$ cat src/rtl/rtc_poller.sv
// rtc_poller: periodically reads sec/min/hour from a DS1307-style RTC through an
// I2C master, validates the BCD result and publishes it; also issues one-shot
// time-set writes on request.
module rtc_poller #(
  parameter int unsigned ClockFrequency = 1000000,
  parameter int unsigned PollPeriodMs   = 500,
  parameter logic [6:0]  RtcAddress     = 7'h68,
  parameter int unsigned MaxBytesToSend = 16,
  parameter int unsigned MaxBytesToRead = 16
) (
  input  logic                                  reset,
  input  logic                                  clock,
  input  logic                                  enable,
  input  logic                                  setTime,
  input  logic [7:0]                            setSecondsBcd,
  input  logic [7:0]                            setMinutesBcd,
  input  logic [7:0]                            setHoursBcd,
  output logic                                  i2cStart,
  output logic [6:0]                            i2cAddress,
  output logic [$clog2(MaxBytesToSend):0]       i2cNrOfBytesToSend,
  output logic [MaxBytesToSend-1:0][7:0]        i2cBytesToSend,
  output logic [$clog2(MaxBytesToRead):0]       i2cNrOfBytesToRead,
  input  logic [MaxBytesToRead-1:0][7:0]        i2cBytesToRead,
  input  logic                                  i2cReady,
  input  logic                                  i2cClockStretchTimeoutReached,
  output logic [6:0]                            secondsBcd,
  output logic [6:0]                            minutesBcd,
  output logic [5:0]                            hoursBcd,
  output logic                                  timeValid,
  output logic                                  error,
  output logic                                  busy
);

  localparam int unsigned SendCntW    = $clog2(MaxBytesToSend) + 1;
  localparam int unsigned ReadCntW    = $clog2(MaxBytesToRead) + 1;
  localparam int unsigned CyclesPerMs = ClockFrequency / 1000;
  localparam int unsigned PollCycles  = CyclesPerMs * PollPeriodMs - 1;
  localparam int unsigned PollCntW    = (PollCycles > 0) ? $clog2(PollCycles + 1) : 1;
  localparam int unsigned WaitLimit   = 2 * CyclesPerMs + 2;
  localparam int unsigned WaitCntW    = $clog2(WaitLimit + 1);

  typedef enum logic [2:0] {IDLE, ISSUE, WAIT_BUSY, WAIT_DONE, CHECK} state_t;

  state_t                state, state_next;
  logic [PollCntW-1:0]   poll_cnt;
  logic                  poll_due;
  logic [WaitCntW-1:0]   wait_cnt;
  logic                  pending_set;
  logic                  is_write;
  logic [7:0]            set_sec, set_min, set_hr;
  logic                  issue_read_c, issue_write_c, wait_expired_c, check_ok_c;
  logic [6:0]            rd_sec_c, rd_min_c;
  logic [5:0]            rd_hr_c;
  logic                  start_d, busy_d;
  logic                  unused_read_bytes;

  assign i2cAddress        = RtcAddress;
  assign unused_read_bytes = ^i2cBytesToRead;

  // A pending write always wins over a due poll.
  assign issue_write_c  = (state == IDLE) && pending_set;
  assign issue_read_c   = (state == IDLE) && !pending_set && poll_due && enable;
  assign wait_expired_c = (state == WAIT_BUSY) && i2cReady &&
                          (wait_cnt == WaitCntW'(WaitLimit - 1));

  // Received bytes with CH / 12-24h control bits stripped, plus BCD range check.
  assign rd_sec_c   = i2cBytesToRead[0][6:0];
  assign rd_min_c   = i2cBytesToRead[1][6:0];
  assign rd_hr_c    = i2cBytesToRead[2][5:0];
  assign check_ok_c = (rd_sec_c[3:0] <= 4'd9) && (rd_sec_c <= 7'h59) &&
                      (rd_min_c[3:0] <= 4'd9) && (rd_min_c <= 7'h59) &&
                      (rd_hr_c[3:0]  <= 4'd9) && (rd_hr_c  <= 6'h23);

  // Free-running poll timer; expires immediately after reset.
  always_ff @(posedge clock or posedge reset) begin
    if (reset) begin
      poll_cnt <= '0;
      poll_due <= 1'b0;
    end else if (poll_cnt == '0) begin
      poll_cnt <= PollCntW'(PollCycles);
      poll_due <= 1'b1;
    end else begin
      poll_cnt <= poll_cnt - PollCntW'(1);
      if (issue_read_c) poll_due <= 1'b0;
    end
  end

  // Capture time-set requests; a new pulse overrides both clear and old values.
  always_ff @(posedge clock or posedge reset) begin
    if (reset) begin
      pending_set <= 1'b0;
      set_sec     <= '0;
      set_min     <= '0;
      set_hr      <= '0;
    end else if (setTime) begin
      pending_set <= 1'b1;
      set_sec     <= setSecondsBcd;
      set_min     <= setMinutesBcd;
      set_hr      <= setHoursBcd;
    end else if (issue_write_c) begin
      pending_set <= 1'b0;
    end
  end

  // State register.
  always_ff @(posedge clock or posedge reset) begin
    if (reset) state <= IDLE;
    else       state <= state_next;
  end

  // Next-state logic.
  always_comb begin
    state_next = state;
    unique case (state)
      IDLE:      if (pending_set || (poll_due && enable)) state_next = ISSUE;
      ISSUE:     state_next = WAIT_BUSY;
      WAIT_BUSY: if (!i2cReady)          state_next = WAIT_DONE;
                 else if (wait_expired_c) state_next = IDLE;
      WAIT_DONE: if (i2cReady) begin
                   if (i2cClockStretchTimeoutReached || is_write) state_next = IDLE;
                   else                                           state_next = CHECK;
                 end
      CHECK:     state_next = IDLE;
      default:   state_next = IDLE;
    endcase
  end

  // Output decode from the upcoming state, registered below.
  always_comb begin
    start_d = 1'b0;
    busy_d  = 1'b0;
    if (state_next == ISSUE) start_d = 1'b1;
    if (state_next != IDLE)  busy_d  = 1'b1;
  end

  // Registered handshake outputs.
  always_ff @(posedge clock or posedge reset) begin
    if (reset) begin
      i2cStart <= 1'b0;
      busy     <= 1'b0;
    end else begin
      i2cStart <= start_d;
      busy     <= busy_d;
    end
  end

  // Transaction descriptor, loaded on leaving Idle and held until the next load.
  always_ff @(posedge clock or posedge reset) begin
    if (reset) begin
      i2cNrOfBytesToSend <= '0;
      i2cNrOfBytesToRead <= '0;
      i2cBytesToSend     <= '0;
      is_write           <= 1'b0;
    end else if (issue_write_c) begin
      i2cNrOfBytesToSend <= SendCntW'(4);
      i2cNrOfBytesToRead <= '0;
      i2cBytesToSend     <= '0;
      i2cBytesToSend[1]  <= set_sec & 8'h7F;
      i2cBytesToSend[2]  <= set_min;
      i2cBytesToSend[3]  <= set_hr & 8'h3F;
      is_write           <= 1'b1;
    end else if (issue_read_c) begin
      i2cNrOfBytesToSend <= SendCntW'(1);
      i2cNrOfBytesToRead <= ReadCntW'(3);
      i2cBytesToSend     <= '0;
      is_write           <= 1'b0;
    end
  end

  // Bounded wait for the master to acknowledge the start.
  always_ff @(posedge clock or posedge reset) begin
    if (reset)                   wait_cnt <= '0;
    else if (state == ISSUE)     wait_cnt <= '0;
    else if (state == WAIT_BUSY) wait_cnt <= wait_cnt + WaitCntW'(1);
  end

  // Result tracking: error flag and validated time.
  always_ff @(posedge clock or posedge reset) begin
    if (reset) begin
      error      <= 1'b0;
      timeValid  <= 1'b0;
      secondsBcd <= '0;
      minutesBcd <= '0;
      hoursBcd   <= '0;
    end else if (wait_expired_c) begin
      error <= 1'b1;
    end else if (state == WAIT_DONE && i2cReady) begin
      if (i2cClockStretchTimeoutReached) error <= 1'b1;
      else if (is_write)                 error <= 1'b0;
    end else if (state == CHECK) begin
      if (check_ok_c) begin
        secondsBcd <= rd_sec_c;
        minutesBcd <= rd_min_c;
        hoursBcd   <= rd_hr_c;
        timeValid  <= 1'b1;
        error      <= 1'b0;
      end else begin
        error <= 1'b1;
      end
    end
  end

endmodule

$ cat config.mk
export PLATFORM = sky130hd
export DESIGN_NAME = rtc_poller
export DESIGN_NICKNAME = d
export VERILOG_FILES = /design/src/rtl/rtc_poller.sv
export SDC_FILE = /design/constraint.sdc
export NUM_CORES = 1
export LEC_CHECK = 0
export ABC_AREA = 1
export BUFFER_PORTS_ARGS = -buffer_cell sky130_fd_sc_hd__buf_2
export CORE_AREA = 2 2 145 112
export CTS_CLUSTER_SIZE = 10
export DETAILED_ROUTE_END_ITERATION = 8
export DIE_AREA = 0 0 147 114
export PLACE_DENSITY = 0.69
export SLEW_MARGIN = 0
export SYNTH_ARGS = -nofsm -noshare
export SYNTH_HDL_FRONTEND = slang
export SYNTH_SLANG_ARGS = --single-unit
$ cat constraint.sdc
create_clock -name clock -period 8.4 [get_ports clock]
set_clock_uncertainty 0.1 [all_clocks]
set_input_delay 1.68 -clock clock [delete_from_list [all_inputs] [get_ports clock]]
set_output_delay 1.68 -clock clock [all_outputs]
set_load 0.005 [all_outputs]
==> run_results.csv, run 1 <==
group,metric,value,unit
clocking,cts_resized,0,
floorplanning,die_h,114,um
yosys,synth_commonest_cells,"131 x nand2_1, 124 x buf_4, 103 x dfrtp_1",
setup_path,cp.required,8.52,ns
final_layout,ff_latch_area,2580,sq um
grt,grt_pass1_vias,3565,
setup_path,crit_type,"in2reg",
floorplanning,rows,40,
final_layout,fillers,1621,
grt,track_usage,0.132,
sta,finalMaxSlewViolations,0,
clocking,post_cts_buffers,0,
sta,rsz0062_at_grt,"false",
final_layout,drive_gt1_frac,0.217,
floorplanning,core,15500,sq um
grt,antenna_found_initial,0,
placed_design,place_hpwl,7860,um
drt,firstDrtPassIters,5,
floorplanning,pin_count,327,
setup_path,ff2ff_path_depth,7,
clocking,clockBufferDepth,2,
yosys,synth.area.top_cells,"dfrtp_1 46%, buf_4 17%, nand2_1 8.8%, inv_1 5.4%, o21ai_2 5.0%",
clocking,clkSinkCount,103,
drt,vias,3836,
worst_hold_path,worstHoldPathType,"reg2reg",
clocking,cts_buffers,9,
sta,max_freq,0.347,GHz
floorplanning,die_w,147,um
placed_design,port_buffers,95,
setup_path,worst-path-max-fanout,41,
sta,min_period_over_period,0.343,
yosys,syn_area_per_cell,8.65,sq um
final_layout,synthToLayoutAreaGrowth,8.89,%
setup_path,end_kind,"flop",
yosys,syn-instance-count,646,
yosys,synth_warnings,0,
yosys,synth_area_leader_cell,"dfrtp_1",
drt,wl_per_cell,11.4,um
yosys,synth.most_common_cell,"nand2_1",
sta,setup_viol,0,
grt,gr-total-overflow,0,
clocking,htreeDepth,3,
grt,grt_max_degree,66,
drt,drt_iter0_drc,198,
clocking,holdBufCountCts,0,
final_layout,fin_nets,897,
yosys,ys_seq_area_frac,0.461,
yosys,synth_edf_count,0,
sta,finalHoldViolCount,0,
setup_path,crit_arrival,3.00,ns
final_layout,final_core_util,0.392,
setup_path,start_kind,"primary input",
yosys,async_flop_share,1.00,
sta,fin_tns_setup,0,ns
clocking,clock_latency,0.35,ns
final_layout,multi_input_area,2110,sq um
power,p_leak,3.37,nW
clocking,clkTransAtPathRegs,0.07,ns
run_status,outcome,"completed",
sta,worstMarginPinSlew,0.834,ns
power,cellPowerDensity,238,nW/um^2
yosys,synth_ff_type,"dfrtp_1",
yosys,ys_ff_latch,103,
drt,antenna_left,0,
yosys,ys_types,34,
power,ir_drop,132,uV
floorplanning,dieArea,16800,sq um
grt,grt_pass1_wl,17600,um
drt,via_per_inst,4.03,
sta,finalCriticalPeriod,2.88,ns
drt,drt_wl_total,10800,um
worst_hold_path,whs_path_depth,1,
placed_design,gp_congestion,0.828,
clocking,cts-root-buf,"clkbuf_16",
yosys,synth_top_area_frac,0.461,
clocking,cts_tree,"done",
flow_run,max_cap_violations,0,
floorplanning,start_util,0.360,
yosys,netlist_area,5590,sq um
drt,drc,0,
sta,max_slew_margin,0.444,
registers in the layout (all words and copies together) (netlist names), 2 cells and up:
register            cells
poll_cnt               19
i2cBytesToSend         21
wait_cnt               11
set_min                 8
set_hr                  6
minutesBcd              7
set_sec                 7
state                   3
i2cNrOfBytesToSend      2
secondsBcd              7
hoursBcd                6
metal layers:
| metal | global-route usage | share of wire | vias to the layer above |
|---|---|---|---|
| li1 | - | - | 1931 |
| met1 | 0.181 | 0.48 | 1792 |
| met2 | 0.198 | 0.44 | 107 |
| met3 | 0.0464 | 0.070 | 6 |
| met4 | 0.0365 | 0.0080 | 0 |
| met5 | 0 | 0 | - |
critical path, stage by stage:
cell and delay [ns]:
buf_2 0.10, o21ai_0 0.21, nand2_1 0.10, nor2_1 0.18
nand3b_4 0.43, nand2_1 0.23, o21ai_2 0.07
layout make-up:
type                    count  share of cell area
multi-input cells         442               0.347
clock buffers               9              0.0370
diodes                      1            0.000411
flip-flops and latches    103               0.423
clock inverters             7              0.0169
well taps                 210              0.0432
repair buffers             96              0.0793
inverters                  84              0.0524
through the flow:
| stage | hold slack [ns] | worst slack, ns | instances | power (mW) | area (sq um) |
|---|---|---|---|---|---|
| 6_report | 0.332 | 5.52 | 952 | 1.45 | 6090 |
| 5_1_grt | 0.340 | 5.34 | 951 | 1.55 | 6080 |
| 4_1_cts | 0.336 | 5.51 | 951 | 1.47 | 6080 |
| 3_5_place_dp | 0.326 | 5.14 | 935 | 1.00 | 5760 |
| 3_3_place_gp | 0.321 | 5.16 | 935 | 0.991 | 5760 |
| 2_1_floorplan | 0.309 | 3.92 | 764 | 0.933 | 6030 |
power by group:
part	total, mW	switching, mW	internal (mW)
Sequential	0.629	0.0530	0.576
Combinational	0.356	0.229	0.127
Clock	0.464	0.199	0.265
final timing paths:
| check | slack, ns | startpoint | endpoint |
|---|---|---|---|
| max in group asynchronous | 5.73 | reset | busy$_DFF_PP0_ |
| max reg2reg | 6.58 | state[1]$_DFF_PP0_ | busy$_DFF_PP0_ |
| min | 0.33 | poll_cnt[0]$_DFF_PP0_ | poll_cnt[0]$_DFF_PP0_ |
| min in group asynchronous | 1.25 | reset | i2cBytesToSend[19]$_DFFE_PP0P_ |
| max | 5.52 | i2cBytesToRead[1] | hoursBcd[5]$_DFFE_PP0P_ |
| min reg2reg | 0.33 | poll_cnt[0]$_DFF_PP0_ | poll_cnt[0]$_DFF_PP0_ |
layout by cell type (no fill, tap or decap), types with 2 or more instances in the layout:
master     instances
o21ai_2           32
nor2_4             2
inv_2              2
inv_1             80
nand2_1          131
buf_2             95
clkinv_4           2
conb_1           120
o21ai_0           35
xor2_1            10
nor2_2             3
a21oi_1           12
clkinv_2           2
dfrtp_1          103
o21a_1             2
clkbuf_16          9
nand3_1           19
nand2_2            2
o21ai_1            7
ha_1               3
nor2_1            51
bufinv_16          2
cell families (layout without fill, tap and decap cells):
kind of cell	after synthesis	after routing	share of synthesized area
DFF	103	103	0.461
other	2	121	0.00134
and+or+nand+nor	218	218	0.170
buffers and inverters	219	196	0.240
xor gates and xnor gates	11	11	0.0172
adders and majority gates	3	3	0.00672
AOI/OAI and AO/OA	90	90	0.104
Note: power is estimated with default switching activity, not from simulation.
==> run 2: changes to the inputs <==
clock period = 2.8 ns   (was 8.4 ns; I/O delays follow)
==> run 2 against run 1 <==
  * Register-to-register slack lost 5.5 ns
  * Largest cell class unchanged
  * Utilization grew 0.19 points
  * Cell count grew 0.11%
  * Critical path depth is the same
  * Via count shrank 1.5%
  * Non-clock buffer count grew 2
  * Largest power group unchanged
==> run_results.csv, run 2 (synthesized netlist as in run 1, its figures left out) <==
group,metric,value,unit
run_status,outcome,"completed",
floorplanning,core,15500,sq um
sta,setup_viol,0,
final_layout,mostFrequentLayoutCell,"nand2_1",
grt,track_usage,0.134,
setup_path,start_kind,"flop",
grt,grt_pass1_wl,17700,um
clocking,cts_buffers,9,
clocking,clock_latency,0.35,ns
floorplanning,rows,40,
setup_path,rr_startpoint,"poll_cnt[0]$_DFF_PP0_",
final_layout,top_regs,"i2cBytesToSend: 21 flops, poll_cnt: 19 flops, wait_cnt: 11 flops",
clocking,clkSinkCount,103,
clocking,cts-root-buf,"clkbuf_16",
final_layout,largest-register,"i2cBytesToSend",
floorplanning,die_h,114,um
drt,firstDrtPassIters,6,
setup_path,cp.required,2.93,ns
grt,grt_pass1_vias,3574,
clocking,cts_tree,"done",
clocking,holdBufCountCts,0,
placed_design,port_buffers,95,
final_layout,synthToLayoutAreaGrowth,9.40,%
sta,rsz0062_at_grt,"false",
final_layout,fin_nets,899,
sta,timing.final.ws_setup,1.05,ns
power,p_leak,3.37,nW
sta,fin_tns_setup,0,ns
setup_path,crit_arrival,1.88,ns
final_layout,antenna_cells,0,
setup_path,worst-path-max-fanout,10,
placed_design,dp_slack,0.685,ns
clocking,clkTransAtPathRegs,0.07,ns
drt,drt_wl_total,10800,um
sta,max_slew_margin,0.515,
drt,drt_iter0_drc,136,
sta,finalCriticalPeriod,1.75,ns
placed_design,gp_congestion,0.823,
clocking,cts_resized,0,
setup_path,startpoint,"poll_cnt[0]$_DFF_PP0_",
setup_path,end_kind,"flop",
clocking,clockBufferDepth,2,
setup_path,crit_type,"reg2reg",
power,power,4.29,mW
drt,via_per_inst,3.97,
floorplanning,dieArea,16800,sq um
sta,min_period_over_period,0.625,
sta,max_freq,0.572,GHz
power,cellPowerDensity,702,nW/um^2
flow_run,max_cap_violations,0,
final_layout,mostFrequentLayoutCells,"131 x nand2_1, 120 x conb_1, 103 x dfrtp_1",
final_layout,largest_reg_flops,21,
floorplanning,start_util,0.360,
floorplanning,die_w,147,um
sta,worstMarginPinSlew,0.726,ns
grt,antenna_found_initial,0,
sta,finalMaxSlewViolations,0,
clocking,htreeDepth,3,
grt,grt_max_degree,46,
worst_hold_path,worstHoldPathType,"in2async",
placed_design,place_hpwl,8150,um
clocking,post_cts_buffers,0,
drt,wl_per_cell,11.3,um
power,ir_drop,485,uV
sta,finalHoldViolCount,0,
grt,gr-total-overflow,0,
drt,vias,3779,
drt,antenna_left,0,
floorplanning,pin_count,327,
drt,drc,0,
final_layout,drive_gt1_frac,0.219,
run 2: layout make-up:
type / count / area [sq um]
timing repair buffer: 98 / 523
clock buffer: 11 / 253
inverter: 84 / 320
multi-input combinational: 442 / 2110
fill: 1593 / 9400
sequential: 103 / 2580
tap: 210 / 263
clock inverter: 5 / 65.1
run 2: worst paths after layout:
path,cells after the start,slack (ns),endpoint
min in group clock,3,0.31,set_min[4]$_DFFE_PP0P_
hold reg to reg,1,0.35,poll_cnt[0]$_DFF_PP0_
hold / removal,2,0.22,minutesBcd[0]$_DFFE_PP0P_
setup / recovery,7,1.05,poll_cnt[11]$_DFF_PP0_
max in group asynchronous,3,1.72,poll_cnt[15]$_DFF_PP0_
setup reg to reg,7,1.05,poll_cnt[11]$_DFF_PP0_
run 2: worst max-delay path: stages, from the launching register on:
cell	delay (ns)
dfrtp_1	0.39
inv_1	0.12
ha_1	0.23
nand2_1	0.12
nor2_2	0.24
nand4_4	0.24
clkinv_2	0.15
a21oi_1	0.06
run 2: per-stage QoR:
step	std cells	hold slack [ns]	utilization	area, sq um
floorplan	764	0.309	-	6040
global placement	937	0.322	0.374	5800
detailed placement	937	0.348	0.374	5800
CTS	953	0.229	0.394	6120
global route	953	0.263	0.394	6120
finish	953	0.221	0.394	6120
run 2: metal layers:
metal | wire, um | up-vias | track usage
met5 | 0 | - | 0
met4 | 189 | 0 | 0.0333
met3 | 737 | 11 | 0.0548
met2 | 4800 | 113 | 0.200
met1 | 5030 | 1721 | 0.181
li1 | - | 1934 | -
run 2: power breakdown:
part / switching, mW / internal, mW / total (mW)
logic: 0.697 / 0.396 / 1.09
clock network: 0.572 / 0.750 / 1.32
registers: 0.150 / 1.73 / 1.88
